`src/rtl/draw_arbiter.sv`:
```
// draw_arbiter: round-robin arbiter that lets three sprite owners (left
// paddle, right paddle, ball) share one box-fill drawer. Each service first
// erases the requester's previously drawn box (if any) with BG_COLOR, then
// draws the new box, then pulses req_ready for one cycle.
//
// Ports:
//   clock, reset_n        single clock, synchronous active-low reset
//   req_valid/req_ready   per-requester request / one-cycle completion pulse
//   req_x/req_y/req_color packed 9/9/3-bit fields, slice i owned by requester i
//   d_valid/d_ready       drawer command handshake
//   d_x/d_y/d_w/d_h       box origin and size; zero when d_valid=0
//   d_color               box fill colour; zero when d_valid=0
//   d_done                drawer finished the accepted box
//   grant                 one-hot requester in service, 0 when idle

// Remembers where one requester's box was last drawn so it can be erased.
module draw_arbiter_slot (
    input  logic       clock,
    input  logic       reset_n,
    input  logic       upd_i,
    input  logic [8:0] x_i,
    input  logic [8:0] y_i,
    output logic       have_o,
    output logic [8:0] x_o,
    output logic [8:0] y_o
);
    logic       have_q;
    logic [8:0] x_q;
    logic [8:0] y_q;

    always_ff @(posedge clock) begin
        if (!reset_n) begin
            have_q <= 1'b0;
            x_q    <= '0;
            y_q    <= '0;
        end else if (upd_i) begin
            have_q <= 1'b1;
            x_q    <= x_i;
            y_q    <= y_i;
        end
    end

    assign have_o = have_q;
    assign x_o    = x_q;
    assign y_o    = y_q;
endmodule

module draw_arbiter #(
    parameter int         NUM_REQ  = 3,
    parameter logic [8:0] PADDLE_W = 9'd10,
    parameter logic [8:0] PADDLE_H = 9'd48,
    parameter logic [8:0] BALL_W   = 9'd4,
    parameter logic [8:0] BALL_H   = 9'd4,
    parameter logic [2:0] BG_COLOR = 3'b000
) (
    input  logic                 clock,
    input  logic                 reset_n,
    input  logic [NUM_REQ-1:0]   req_valid,
    output logic [NUM_REQ-1:0]   req_ready,
    input  logic [9*NUM_REQ-1:0] req_x,
    input  logic [9*NUM_REQ-1:0] req_y,
    input  logic [3*NUM_REQ-1:0] req_color,
    output logic                 d_valid,
    input  logic                 d_ready,
    output logic [8:0]           d_x,
    output logic [8:0]           d_y,
    output logic [8:0]           d_w,
    output logic [8:0]           d_h,
    output logic [2:0]           d_color,
    input  logic                 d_done,
    output logic [NUM_REQ-1:0]   grant
);
    localparam int IW = (NUM_REQ > 1) ? $clog2(NUM_REQ) : 1;
    typedef logic [IW-1:0] idx_t;
    // The highest index is the ball; all others are paddles.
    localparam idx_t BALL_IDX = idx_t'(NUM_REQ - 1);

    typedef enum logic [2:0] {
        S_IDLE,
        S_ERASE_ISSUE,
        S_ERASE_WAIT,
        S_DRAW_ISSUE,
        S_DRAW_WAIT,
        S_ACK
    } state_t;

    state_t               state_q, state_d;
    idx_t                 idx_q, idx_d;
    idx_t                 rr_q, rr_d;
    logic [8:0]           x_q, x_d;
    logic [8:0]           y_q, y_d;
    logic [2:0]           col_q, col_d;
    logic [NUM_REQ-1:0]   grant_q, grant_d;

    logic [NUM_REQ-1:0][8:0] rx, ry;
    logic [NUM_REQ-1:0][2:0] rc;
    logic [NUM_REQ-1:0]      have_prev;
    logic [NUM_REQ-1:0][8:0] prev_x, prev_y;

    logic       sel_found;
    idx_t       sel_idx;
    idx_t       cand;
    logic [8:0] box_w, box_h;

    assign rx = req_x;
    assign ry = req_y;
    assign rc = req_color;

    // Position history, one slot per requester, updated as the ack retires.
    for (genvar i = 0; i < NUM_REQ; i++) begin : g_slot
        draw_arbiter_slot u_slot (
            .clock   (clock),
            .reset_n (reset_n),
            .upd_i   ((state_q == S_ACK) && (idx_q == idx_t'(i))),
            .x_i     (x_q),
            .y_i     (y_q),
            .have_o  (have_prev[i]),
            .x_o     (prev_x[i]),
            .y_o     (prev_y[i])
        );
    end

    // Round-robin pick: scan from the far end back toward rr_q so the
    // candidate closest to rr_q is the one left standing.
    always_comb begin
        sel_found = 1'b0;
        sel_idx   = '0;
        cand      = '0;
        for (int k = NUM_REQ - 1; k >= 0; k--) begin
            cand = idx_t'((int'(rr_q) + k) % NUM_REQ);
            if (req_valid[cand]) begin
                sel_found = 1'b1;
                sel_idx   = cand;
            end
        end
    end

    always_comb begin
        state_d = state_q;
        idx_d   = idx_q;
        rr_d    = rr_q;
        x_d     = x_q;
        y_d     = y_q;
        col_d   = col_q;
        grant_d = grant_q;
        case (state_q)
            S_IDLE: begin
                if (sel_found) begin
                    // Latch the request so later input changes cannot
                    // disturb the box in flight.
                    idx_d            = sel_idx;
                    x_d              = rx[sel_idx];
                    y_d              = ry[sel_idx];
                    col_d            = rc[sel_idx];
                    grant_d          = '0;
                    grant_d[sel_idx] = 1'b1;
                    state_d          = have_prev[sel_idx] ? S_ERASE_ISSUE : S_DRAW_ISSUE;
                end
            end
            S_ERASE_ISSUE: if (d_ready) state_d = S_ERASE_WAIT;
            S_ERASE_WAIT:  if (d_done)  state_d = S_DRAW_ISSUE;
            S_DRAW_ISSUE:  if (d_ready) state_d = S_DRAW_WAIT;
            S_DRAW_WAIT:   if (d_done)  state_d = S_ACK;
            S_ACK: begin
                grant_d = '0;
                rr_d    = (idx_q == BALL_IDX) ? '0 : idx_t'(idx_q + 1'b1);
                state_d = S_IDLE;
            end
            default: state_d = S_IDLE;
        endcase
    end

    always_ff @(posedge clock) begin
        if (!reset_n) begin
            state_q <= S_IDLE;
            idx_q   <= '0;
            rr_q    <= '0;
            x_q     <= '0;
            y_q     <= '0;
            col_q   <= '0;
            grant_q <= '0;
        end else begin
            state_q <= state_d;
            idx_q   <= idx_d;
            rr_q    <= rr_d;
            x_q     <= x_d;
            y_q     <= y_d;
            col_q   <= col_d;
            grant_q <= grant_d;
        end
    end

    assign box_w = (idx_q == BALL_IDX) ? BALL_W : PADDLE_W;
    assign box_h = (idx_q == BALL_IDX) ? BALL_H : PADDLE_H;

    // Drawer command is a pure function of registered state, so it holds
    // steady for as long as the drawer stalls.
    always_comb begin
        d_valid = 1'b0;
        d_x     = '0;
        d_y     = '0;
        d_w     = '0;
        d_h     = '0;
        d_color = '0;
        case (state_q)
            S_ERASE_ISSUE: begin
                d_valid = 1'b1;
                d_x     = prev_x[idx_q];
                d_y     = prev_y[idx_q];
                d_w     = box_w;
                d_h     = box_h;
                d_color = BG_COLOR;
            end
            S_DRAW_ISSUE: begin
                d_valid = 1'b1;
                d_x     = x_q;
                d_y     = y_q;
                d_w     = box_w;
                d_h     = box_h;
                d_color = col_q;
            end
            default: ;
        endcase
    end

    always_comb begin
        req_ready = '0;
        if (state_q == S_ACK) req_ready[idx_q] = 1'b1;
    end

    assign grant = grant_q;
endmodule
```
`config.mk`:
```
export PLATFORM = sky130hd
export DESIGN_NAME = draw_arbiter
export DESIGN_NICKNAME = d
export VERILOG_FILES = /design/src/rtl/draw_arbiter.sv
export SDC_FILE = /design/constraint.sdc
export NUM_CORES = 1
export LEC_CHECK = 0
export BUFFER_PORTS_ARGS = -buffer_cell sky130_fd_sc_hd__clkbuf_2
export CORE_MARGIN = 5
export CORE_UTILIZATION = 45
export DETAILED_ROUTE_END_ITERATION = 6
export PLACE_DENSITY = 0.69
export SLEW_MARGIN = 20
export SYNTH_ARGS = -nofsm -noshare
export SYNTH_HDL_FRONTEND = slang
export SYNTH_SLANG_ARGS = --single-unit
export TNS_END_PERCENT = 30
```
`constraint.sdc`:
```
create_clock -name clock -period 5 [get_ports clock]
set_input_delay 0.5 -clock clock [delete_from_list [all_inputs] [get_ports clock]]
set_output_delay 0.5 -clock clock [all_outputs]
set_load 0.005 [all_outputs]
```
Word level (Yosys, flattened, before mapping) --
Cells that the tools add are included.
Storage, ports and cells: register bits after elaboration 88, word-level logic and storage cells 100
Cells by class: add/sub/neg operators 3, div/mod/pow operators 3, $lt $le $gt $ge 7, eq/ne operators 12, multiplexer cells 47, reduce and logical (&&, ||, !) cells 12
Operators by type and width (count):
- binary-select mux 9 bit (select 2 bit) | 4
- modulo 32 x 3 -> 32 bit, second input constant | 2
- 2-to-1 mux 9 bit | 4
- case mux 9 bit (2 select lines) | 2
- modulo 3 x 3 -> 32 bit, second input constant | 1
- 2-to-1 mux 3 bit | 9
- < comparator 2 x 3 -> 1 bit, second input constant | 5
- case mux 3 bit (5 select lines) | 1
- 2-to-1 mux 6 bit | 2
- 2-to-1 mux 1 bit | 10
- 2-to-1 mux 2 bit | 5
- != test 2 bit, second input constant | 5
- binary-select mux 1 bit (select 2 bit) | 4
- 2-to-1 mux 4 bit | 2
- binary-select mux 3 bit (select 2 bit) | 1
- equality test 3 x 2 -> 1 bit, second input constant | 2
- equality test 3 bit, second input constant | 2
- case mux 3 bit (2 select lines) | 1
- logical AND 1 bit | 5
- AND reduction 5 bit | 1
- demux 1 bit (select 2 bit) | 2
- >= comparator 2 x 1 -> 1 bit, second input constant | 2
- AND reduction 2 bit | 2
- adder 2 x 1 -> 3 bit, second input constant | 1
- 9 further kinds | 9

Depth between registers and ports, before layout --
Gate-level depths: netlist of run 1.
word-level depth 13, mapped depth 11, mapped depth without buffers 8

Hierarchy --
From an unflattened synthesis of run 1, not the netlist that was laid out.
Second synthesis, totals: cell total of the unflattened synthesis 531, area total of the unflattened synthesis 4843.4 um2
Modules (own cells, without submodules):
- draw_arbiter | times used 1, cells an instance 354, area an instance 2696.3 um2, seq. area each 620.6 um2
- draw_arbiter_slot | times used 3, cells an instance 59, area an instance 715.7 um2, seq. area each 380.4 um2

Worst setup path after synthesis of run 1 --
Ideal clock, no wire load.
kind register -> register, from register rr_q[0], to register x_q[0], library setup time 0.122 ns, data arrival time 1.990 ns, setup slack 2.889 ns, stages on the path, launching flop included 11, buffers on the path 3, period minus slack after synthesis 2.111 ns, cells stage by stage dfxtp_1 inv_1 ha_1 buf_4 nor2b_1 o21ai_0 a21oi_2 buf_2 buf_4 a211oi_1 o21ai_1
Between the ends: cells in the longest elaborated chain, start to end 9
Ends and longest elaborated chain:
- start, declared | RTL line 89 | idx_t rr_q, rr_d;
- start signal, assigned | RTL line 185 | rr_q <= rr_d;
- adder 2 x 2 -> 3 bit | RTL line 130 | cand = idx_t'((int'(rr_q) + k) % NUM_REQ);
- modulo 32 x 3 -> 32 bit | RTL line 130
- binary-select mux 1 bit (select 2 bit) | RTL line 131 | if (req_valid[cand]) begin
- 2-to-1 mux 1 bit (not written as such) | RTL line 131
- 2-to-1 mux 2 bit (3 in series) | RTL line 131
- binary-select mux 9 bit (select 2 bit) | RTL line 152 | x_d = rx[sel_idx];
- 2-to-1 mux 9 bit (not written as such) | RTL line 152
- end signal, assigned | RTL line 178 | x_q <= '0;
- end signal, assigned | RTL line 186 | x_q <= x_d;
- end, declared | RTL line 90 | logic [8:0] x_q, x_d;
Parallel ways exist; a longest one is shown, timed or not. The select of a mux whose other input is x is not followed. A chain may end at the register's enable or synchronous reset.

Worst setup path after layout of run 1 --
from register idx_q[1], to output port req_ready[2]
Between the ends: cells in the longest elaborated chain, start to end 5
Ends and longest elaborated chain:
- start, declared | RTL line 88 | idx_t idx_q, idx_d;
- start signal, assigned | RTL line 184 | idx_q <= idx_d;
- < comparator 2 x 3 -> 1 bit (not written as such) / >= comparator 2 x 1 -> 1 bit (equally long branches) | RTL line 228 | if (state_q == S_ACK) req_ready[idx_q] = 1'b1;
- logical AND 1 bit (not written as such) | RTL line 228
- 2-to-1 mux 1 bit (not written as such) | RTL line 228
- demux 1 bit (select 2 bit) (*) | RTL line 228
- 2-to-1 mux 3 bit (*) | RTL line 228
- end, declared | RTL line 59 | output logic [NUM_REQ-1:0] req_ready,
Mark *: on every way between the ends. The rest lies on a longest branch, timed or not.

==> results of run 1 <==
## cells in the mapped netlist (3+ instances only)
cell	instances
inv_1	7
nand2_1	158
and3_1	4
clkbuf_1	20
buf_6	4
buf_4	22
a211oi_1	21
o21ai_1	30
a21oi_1	4
buf_1	5
o21a_1	4
buf_2	17
dfxtp_1	88
or3_1	3
o22ai_1	18
nand2b_1	3
nor2b_1	30
nor3_1	3
ha_1	3
o21ai_0	19
nor2_1	24
a21boi_0	58
and2_1	3
mux2i_1	38
## critical path: cells and delay by family (launching register included)
family	cells	cell delay [ns]
flops	1	0.87
simple gates	2	0.67
buf+inv	2	0.81
## sequential cells by signal (all words and copies together), names as in the netlist
| register | count |
|---|---|
| y_q | 9 |
| x_q | 9 |
| idx_q | 2 |
| g_slot.u_slot.x_o | 27 |
| rr_q | 2 |
| state_q | 3 |
| g_slot.u_slot.y_o | 27 |
| g_slot.u_slot.have_o | 3 |
| grant | 3 |
| col_q | 3 |
## worst min path at each step
stage                           to  depth (start not counted)  slack [ns]         start
after CTS                 col_q[1]                          3        0.40  req_color[7]
final                     col_q[1]                          3        0.41  req_color[7]
after detailed placement  col_q[1]                          2        0.44      col_q[1]
after global routing      col_q[1]                          3        0.41  req_color[4]
after global placement    col_q[2]                          2        0.43      col_q[2]
after floorplan           col_q[2]                          2        0.42      col_q[2]
## stage by stage
| step | worst slack, ns | std cells |
|---|---|---|
| finish | 1.79 | 816 |
| global route | 1.63 | 816 |
| CTS | 1.81 | 816 |
| detailed placement | 2.16 | 800 |
| global placement | 2.24 | 800 |
| floorplan | 2.89 | 623 |
## power by group
part | total, uW | switching [uW] | internal (uW) | leakage, uW
Combinational | 479 | 280 | 198 | 0.00120
Clock | 443 | 247 | 196 | 0.0000830
Sequential | 867 | 97.8 | 769 | 0.000713
Total | 1790 | 625 | 1160 | 0.00199
## cell families after synthesis
group	Yosys count
flip-flops	88
multiplexers	38
buffers and inverters	75
other	1
XOR/XNOR	2
AND/OR/NAND/NOR	237
adder cells (fa/ha/maj)	3
AO/OA/AOI/OAI	168
## layer usage
metal  global-route usage (%)  wire length [um]  up-vias
li1                         -                 -     2178
met1                     25.2              5520     1945
met2                     30.1              5470      132
met3                     4.28               783       14
met4                     5.77               160        0
met5                        0                 0        -
## final cells by class
type	instances	area [um2]
Sequential cell	88	1760
Clock buffer	12	145
Tap cell	136	170
Fill cell	1004	5010
Clock inverter	4	28.8
Inverter	7	26.3
Multi-Input combinational cell	460	2670
Timing Repair Buffer	109	561
==> results.md, run 1 <==
## Yosys
• 0 — EDFF count, synth
• 0 — Synth warnings
• 88 — Synth Register Bits
• dfxtp_1 — Yosys top cell by area
• compound AO/OA/AOI/OAI gates — largest family of logic cells by synthesized area
• dfxtp_1 — ys flop type
• 0% — fraction of registers with async set/reset
• 0.782% — share of synthesized cell area in full adder, half adder and majority cells
• 21.6% — Post-Synth Simple-Gate Area
• 45 — Synth cell types
• 7.93% — multiplexer share of the synthesized area
• 36.7% — top cell type's share of synthesized area
• dfxtp_1 37%, nand2_1 12%, a21boi_0 9.1% — cell types with the largest area share after synthesis
• 23.9% — synthesized-area fraction occupied by ao, oa, aoi and oai cells
• 612 — Cells after Synth
• 0.365% — xor-xnor portion of the synthesized cell area
• 0.00480 mm2 — total standard cell area after synthesis
• 36.7% — sequential fraction of the synthesis area
• 7.84 um2 — mean cell area of the mapped netlist

## Clocking
• 0.36 ns — worst-skew pair later-pin latency
• done — clock tree from TritonCTS
• 88 — number of sinks on the clock net
• 2 — worst-case clock buffer depth
• clkbuf_8 — buffer cell driving the clock tree root
• 0 — Post-CTS Setup Inserts
• 0.09 ns — Worst-path clk slew
• 9 — number of clock buffers inserted by TritonCTS
• 0 — post-cts resize count
• 0 — Post-CTS Hold Fix Bufs
• 3 — # H-tree levels

## Critical path
• 2.71 ns — critical path data arrival time
• dfxtp_1 — Worst path slowest cell
• nand2b_1 -> or2_2 -> inv_1 -> clkbuf_2 — cell-by-cell listing of the critical path
• y_q[1] — reg-to-reg endpoint
• output pin — critical path endpoint category
• flop — crit start category
• 4.50 ns — critical path data required time
• 0.87 ns — stage delay of the slowest cell on the critical path
• 8 — length in cells of the worst reg-to-reg path
• rr_q[0] — RR Startpoint
• 2.16 ns — register-to-register setup slack
• reg -> out — class of the most critical setup path
• idx_q[1] — Crit. Startpoint
• req_ready[2] — CP Capture Point
• 20 — largest fanout of any net on the critical path

## Cells and area
• 51.7% — fin util
• nand2_1 — leading cell type in the layout, fill and taps excluded
• 0 — diode insertion count for antenna repair
• 158 x nand2_1, 102 x clkbuf_2, 88 x dfxtp_1, 58 x a21boi_0, 38 x mux2i_1 — leading cell types in the layout, fill and taps excluded
• 11.8% — area added between synthesis and finish
• 19.1% — ratio of cells with drive above 1 in the final layout
• 748 — count of nets after finishing
• 0.00536 mm2 — finished layout cell area

## Timing
• 30.1% — max_slew headroom
• 0.410 ns — Hold WS
• 0 — setup violation total in the final timing report
• 1.04 ns — actual slew at the worst max-slew pin
• 0 — final number of max-transition violations
• 0 — final hold violation count
• 64.2% — Tcrit/Tclk final
• 3.21 ns — final critical path time including I/O delays and setup
• 311 MHz — maximum achievable frequency
• 0 ns — Setup Total Neg Slack
• no — setup repair after global routing missed its margin
• 0.0136 ns — clock skew

## Drt
• 4269 — total number of vias
• 11900 um — sum of routed wire length over all layers
• 0 — post-route DRC violation count
• 0 — Antenna Nets Post-Route
• 179 — DRC violation total after the first TritonRoute iteration
• 5.23 — drt via density
• 4 — number of search-and-repair iterations in the first detailed-routing pass
• 14.6 um — DR WL/cell

## Placed design
• 0.856 — final weighted congestion in routability-driven placement
• 103 — Port Buf Inserts
• 8580 um — final HPWL from detailed placement
• 0.00519 mm2 — area after detailed placement

## Min path
• in -> reg — Hold Crit Class

## Die
• 113 um — die boundary width
• 46.3% — starting utilization of the core area
• 0.0104 mm2 — core region area
• 0.0128 mm2 — Die Footprint
• 116 — I/O pin cnt
• 113 um — die extent in y
• 37 — row cnt

## GRT
• 69 — largest net degree at the start of global routing
• 0 — aggregate global routing overflow
• 19700 um — first-pass GRT wire length
• 18.8% — Tot GR Track Use
• 4087 — number of global-route vias before repair
• 0 — number of antenna violations at the first check in global routing

## Power and ir drop
• 334 mW/mm2 — Pwr per Cell Area
• 0.00199 uW — leakage power total
• 1790 uW — total power consumption of the routed design
• 209 uV — worst vdd rail ir drop

## Run
• 0 — reported max-cap violation count

## Status
• complete, no violations — status

Note: power is estimated with default switching activity, not from simulation.
==> run 2, diff against run 1 <==
- clock period: 5 -> 3.1 ns (I/O delays scaled with it)
==> run 2 against run 1 <==
Sequential power rose by 61%. Sequential cell count did not move. Clock power grew 94%. Worst hold slack got worse by 0.18 ns. Worst setup slack got worse by 1.4 ns. Register-to-register slack worse by 1.7 ns. Via count rose by 0.54%. Clock-buffer cell count decreased by 3. Final area rose by 1.8%. Total power up 70%. Utilization is 0.94 points higher. Highest routed layer unchanged.
==> results.md, run 2 (synthesized netlist as in run 1, its figures left out) <==
## Cells and area
• 1029 — Fillers
• 0 — diode insertion count for antenna repair
• 822 — Finished Layout Cells
• nand2_1 — leading cell type in the layout, fill and taps excluded
• 158 x nand2_1, 103 x clkbuf_2, 88 x dfxtp_1, 58 x a21boi_0, 38 x mux2i_1 — leading cell types in the layout, fill and taps excluded
• 13.8% — area added between synthesis and finish
• 755 — count of nets after finishing
• 20.3% — ratio of cells with drive above 1 in the final layout

## Timing
• 0.644 ns — actual slew at the worst max-slew pin
• 0 — setup violation total in the final timing report
• 0.0112 ns — clock skew
• no — setup repair after global routing missed its margin
• 2.68 ns — final critical path time including I/O delays and setup
• 0.225 ns — Hold WS
• 0 ns — Setup Total Neg Slack
• 373 MHz — maximum achievable frequency
• 57.0% — max_slew headroom
• 0 — final hold violation count
• 86.5% — Tcrit/Tclk final
• 0 — final number of max-transition violations

## Die
• 116 — I/O pin cnt
• 0.0128 mm2 — Die Footprint
• 113 um — die boundary width
• 113 um — die extent in y
• 46.3% — starting utilization of the core area
• 0.0104 mm2 — core region area
• 37 — row cnt

## Drt
• 5.22 — drt via density
• 0 — post-route DRC violation count
• 12000 um — sum of routed wire length over all layers
• 4292 — total number of vias
• 213 — DRC violation total after the first TritonRoute iteration
• 0 — Antenna Nets Post-Route
• 4 — number of search-and-repair iterations in the first detailed-routing pass
• 14.6 um — DR WL/cell

## Clocking
• 0 — Post-CTS Hold Fix Bufs
• 0.35 ns — worst-skew pair later-pin latency
• 0.08 ns — Worst-path clk slew
• done — clock tree from TritonCTS
• 9 — number of clock buffers inserted by TritonCTS
• clkbuf_8 — buffer cell driving the clock tree root
• 2 — worst-case clock buffer depth
• 3 — # H-tree levels
• 0 — post-cts resize count
• 88 — number of sinks on the clock net
• 0 — Post-CTS Setup Inserts

## GRT
• 0 — number of antenna violations at the first check in global routing
• 68 — largest net degree at the start of global routing
• 20300 um — first-pass GRT wire length
• 4482 — number of global-route vias before repair
• 19.1% — Tot GR Track Use
• 0 — aggregate global routing overflow

## Critical path
• simple AND/OR/NAND/NOR gates — cell family contributing the most delay on the critical path
• flop — crit start category
• 0.58 ns — stage delay of the slowest cell on the critical path
• nand3b_1 -> or2_2 -> inv_1 -> clkbuf_2 — cell-by-cell listing of the critical path
• 2 — Crit path buffers/inverters
• 2.79 ns — critical path data required time
• 2.37 ns — critical path data arrival time
• reg -> out — class of the most critical setup path
• 19 — largest fanout of any net on the critical path
• output pin — critical path endpoint category
• or2_2 — Worst path slowest cell

## Power and ir drop
• 25.8% — part of the total power dissipated in combinational logic
• 28.3% — clock power share
• 33.4% — proportion of total power due to net switching
• 557 mW/mm2 — Pwr per Cell Area
• 2020 uW — cell internal power dissipation
• 3040 uW — total power consumption of the routed design
• 1020 uW — reported net switching power
• 45.9% — sequential group share of total power
• 0.00205 uW — leakage power total
• 261 uV — worst vdd rail ir drop

## Status
• complete, no violations — status

## Placed design
• 0.812 — final weighted congestion in routability-driven placement
• 807 — post-placement cell count
• 103 — Port Buf Inserts
• 8790 um — final HPWL from detailed placement

## Min path
• in -> reg — Hold Crit Class

## Run
• 0 — reported max-cap violation count

==> run 2: worst reg2reg max path: stages, from the launching register on <==
cell     delay [ns]
dfxtp_1        0.36
inv_1          0.08
ha_1           0.43
nor2b_1        0.19
o31a_1         0.34
nor3_2         0.26
or2_1          0.57
o21ai_0        0.17
o21ai_1        0.16
==> run 2: layer usage <==
metal	up-vias	wire, um	track usage (%)
li1	2180	-	-
met1	1959	5410	24.5
met2	138	5620	31.0
met3	15	838	4.06
met4	0	155	8.25
met5	-	0	0
==> run 2: cell type report <==
cell class / instances / area, um2 / share of cell area (%)
flip-flops and latches: 88 / 1760 / 32.3
clock buffers: 9 / 124 / 2.27
multi-input cells: 460 / 2670 / 48.9
inverters: 7 / 26.3 / 0.481
well taps: 136 / 170 / 3.12
clock inverters: 6 / 92.6 / 1.70
repair buffers: 116 / 613 / 11.2
==> run 2: final timing paths <==
path / startpoint / endpoint / slack [ns] / cells after the start
hold / removal: req_x[26] / x_q[8] / 0.23 / 3
setup / recovery: state_q[0] / req_ready[2] / 0.42 / 4
setup reg to reg: rr_q[0] / x_q[3] / 0.49 / 8
hold reg to reg: col_q[1] / col_q[1] / 0.46 / 2
==> run 2: power by group through the flow <==
stage / clock network (uW) / registers [uW] / logic, uW
final: 861 / 1400 / 785
after global routing: 937 / 1420 / 871
after CTS: 889 / 1390 / 789
after detailed placement: 0 / 1420 / 786
after global placement: 0 / 1410 / 774
after floorplan: 0 / 1350 / 650
==> run 2: through the flow <==
step                cell area, um2  util, %  setup slack, ns
global route                  5460     52.7            0.260
CTS                           5460     52.6            0.246
floorplan                     4840        -            0.989
global placement              5240     50.5            0.376
finish                        5460     52.7            0.417
detailed placement            5240     50.5            0.257
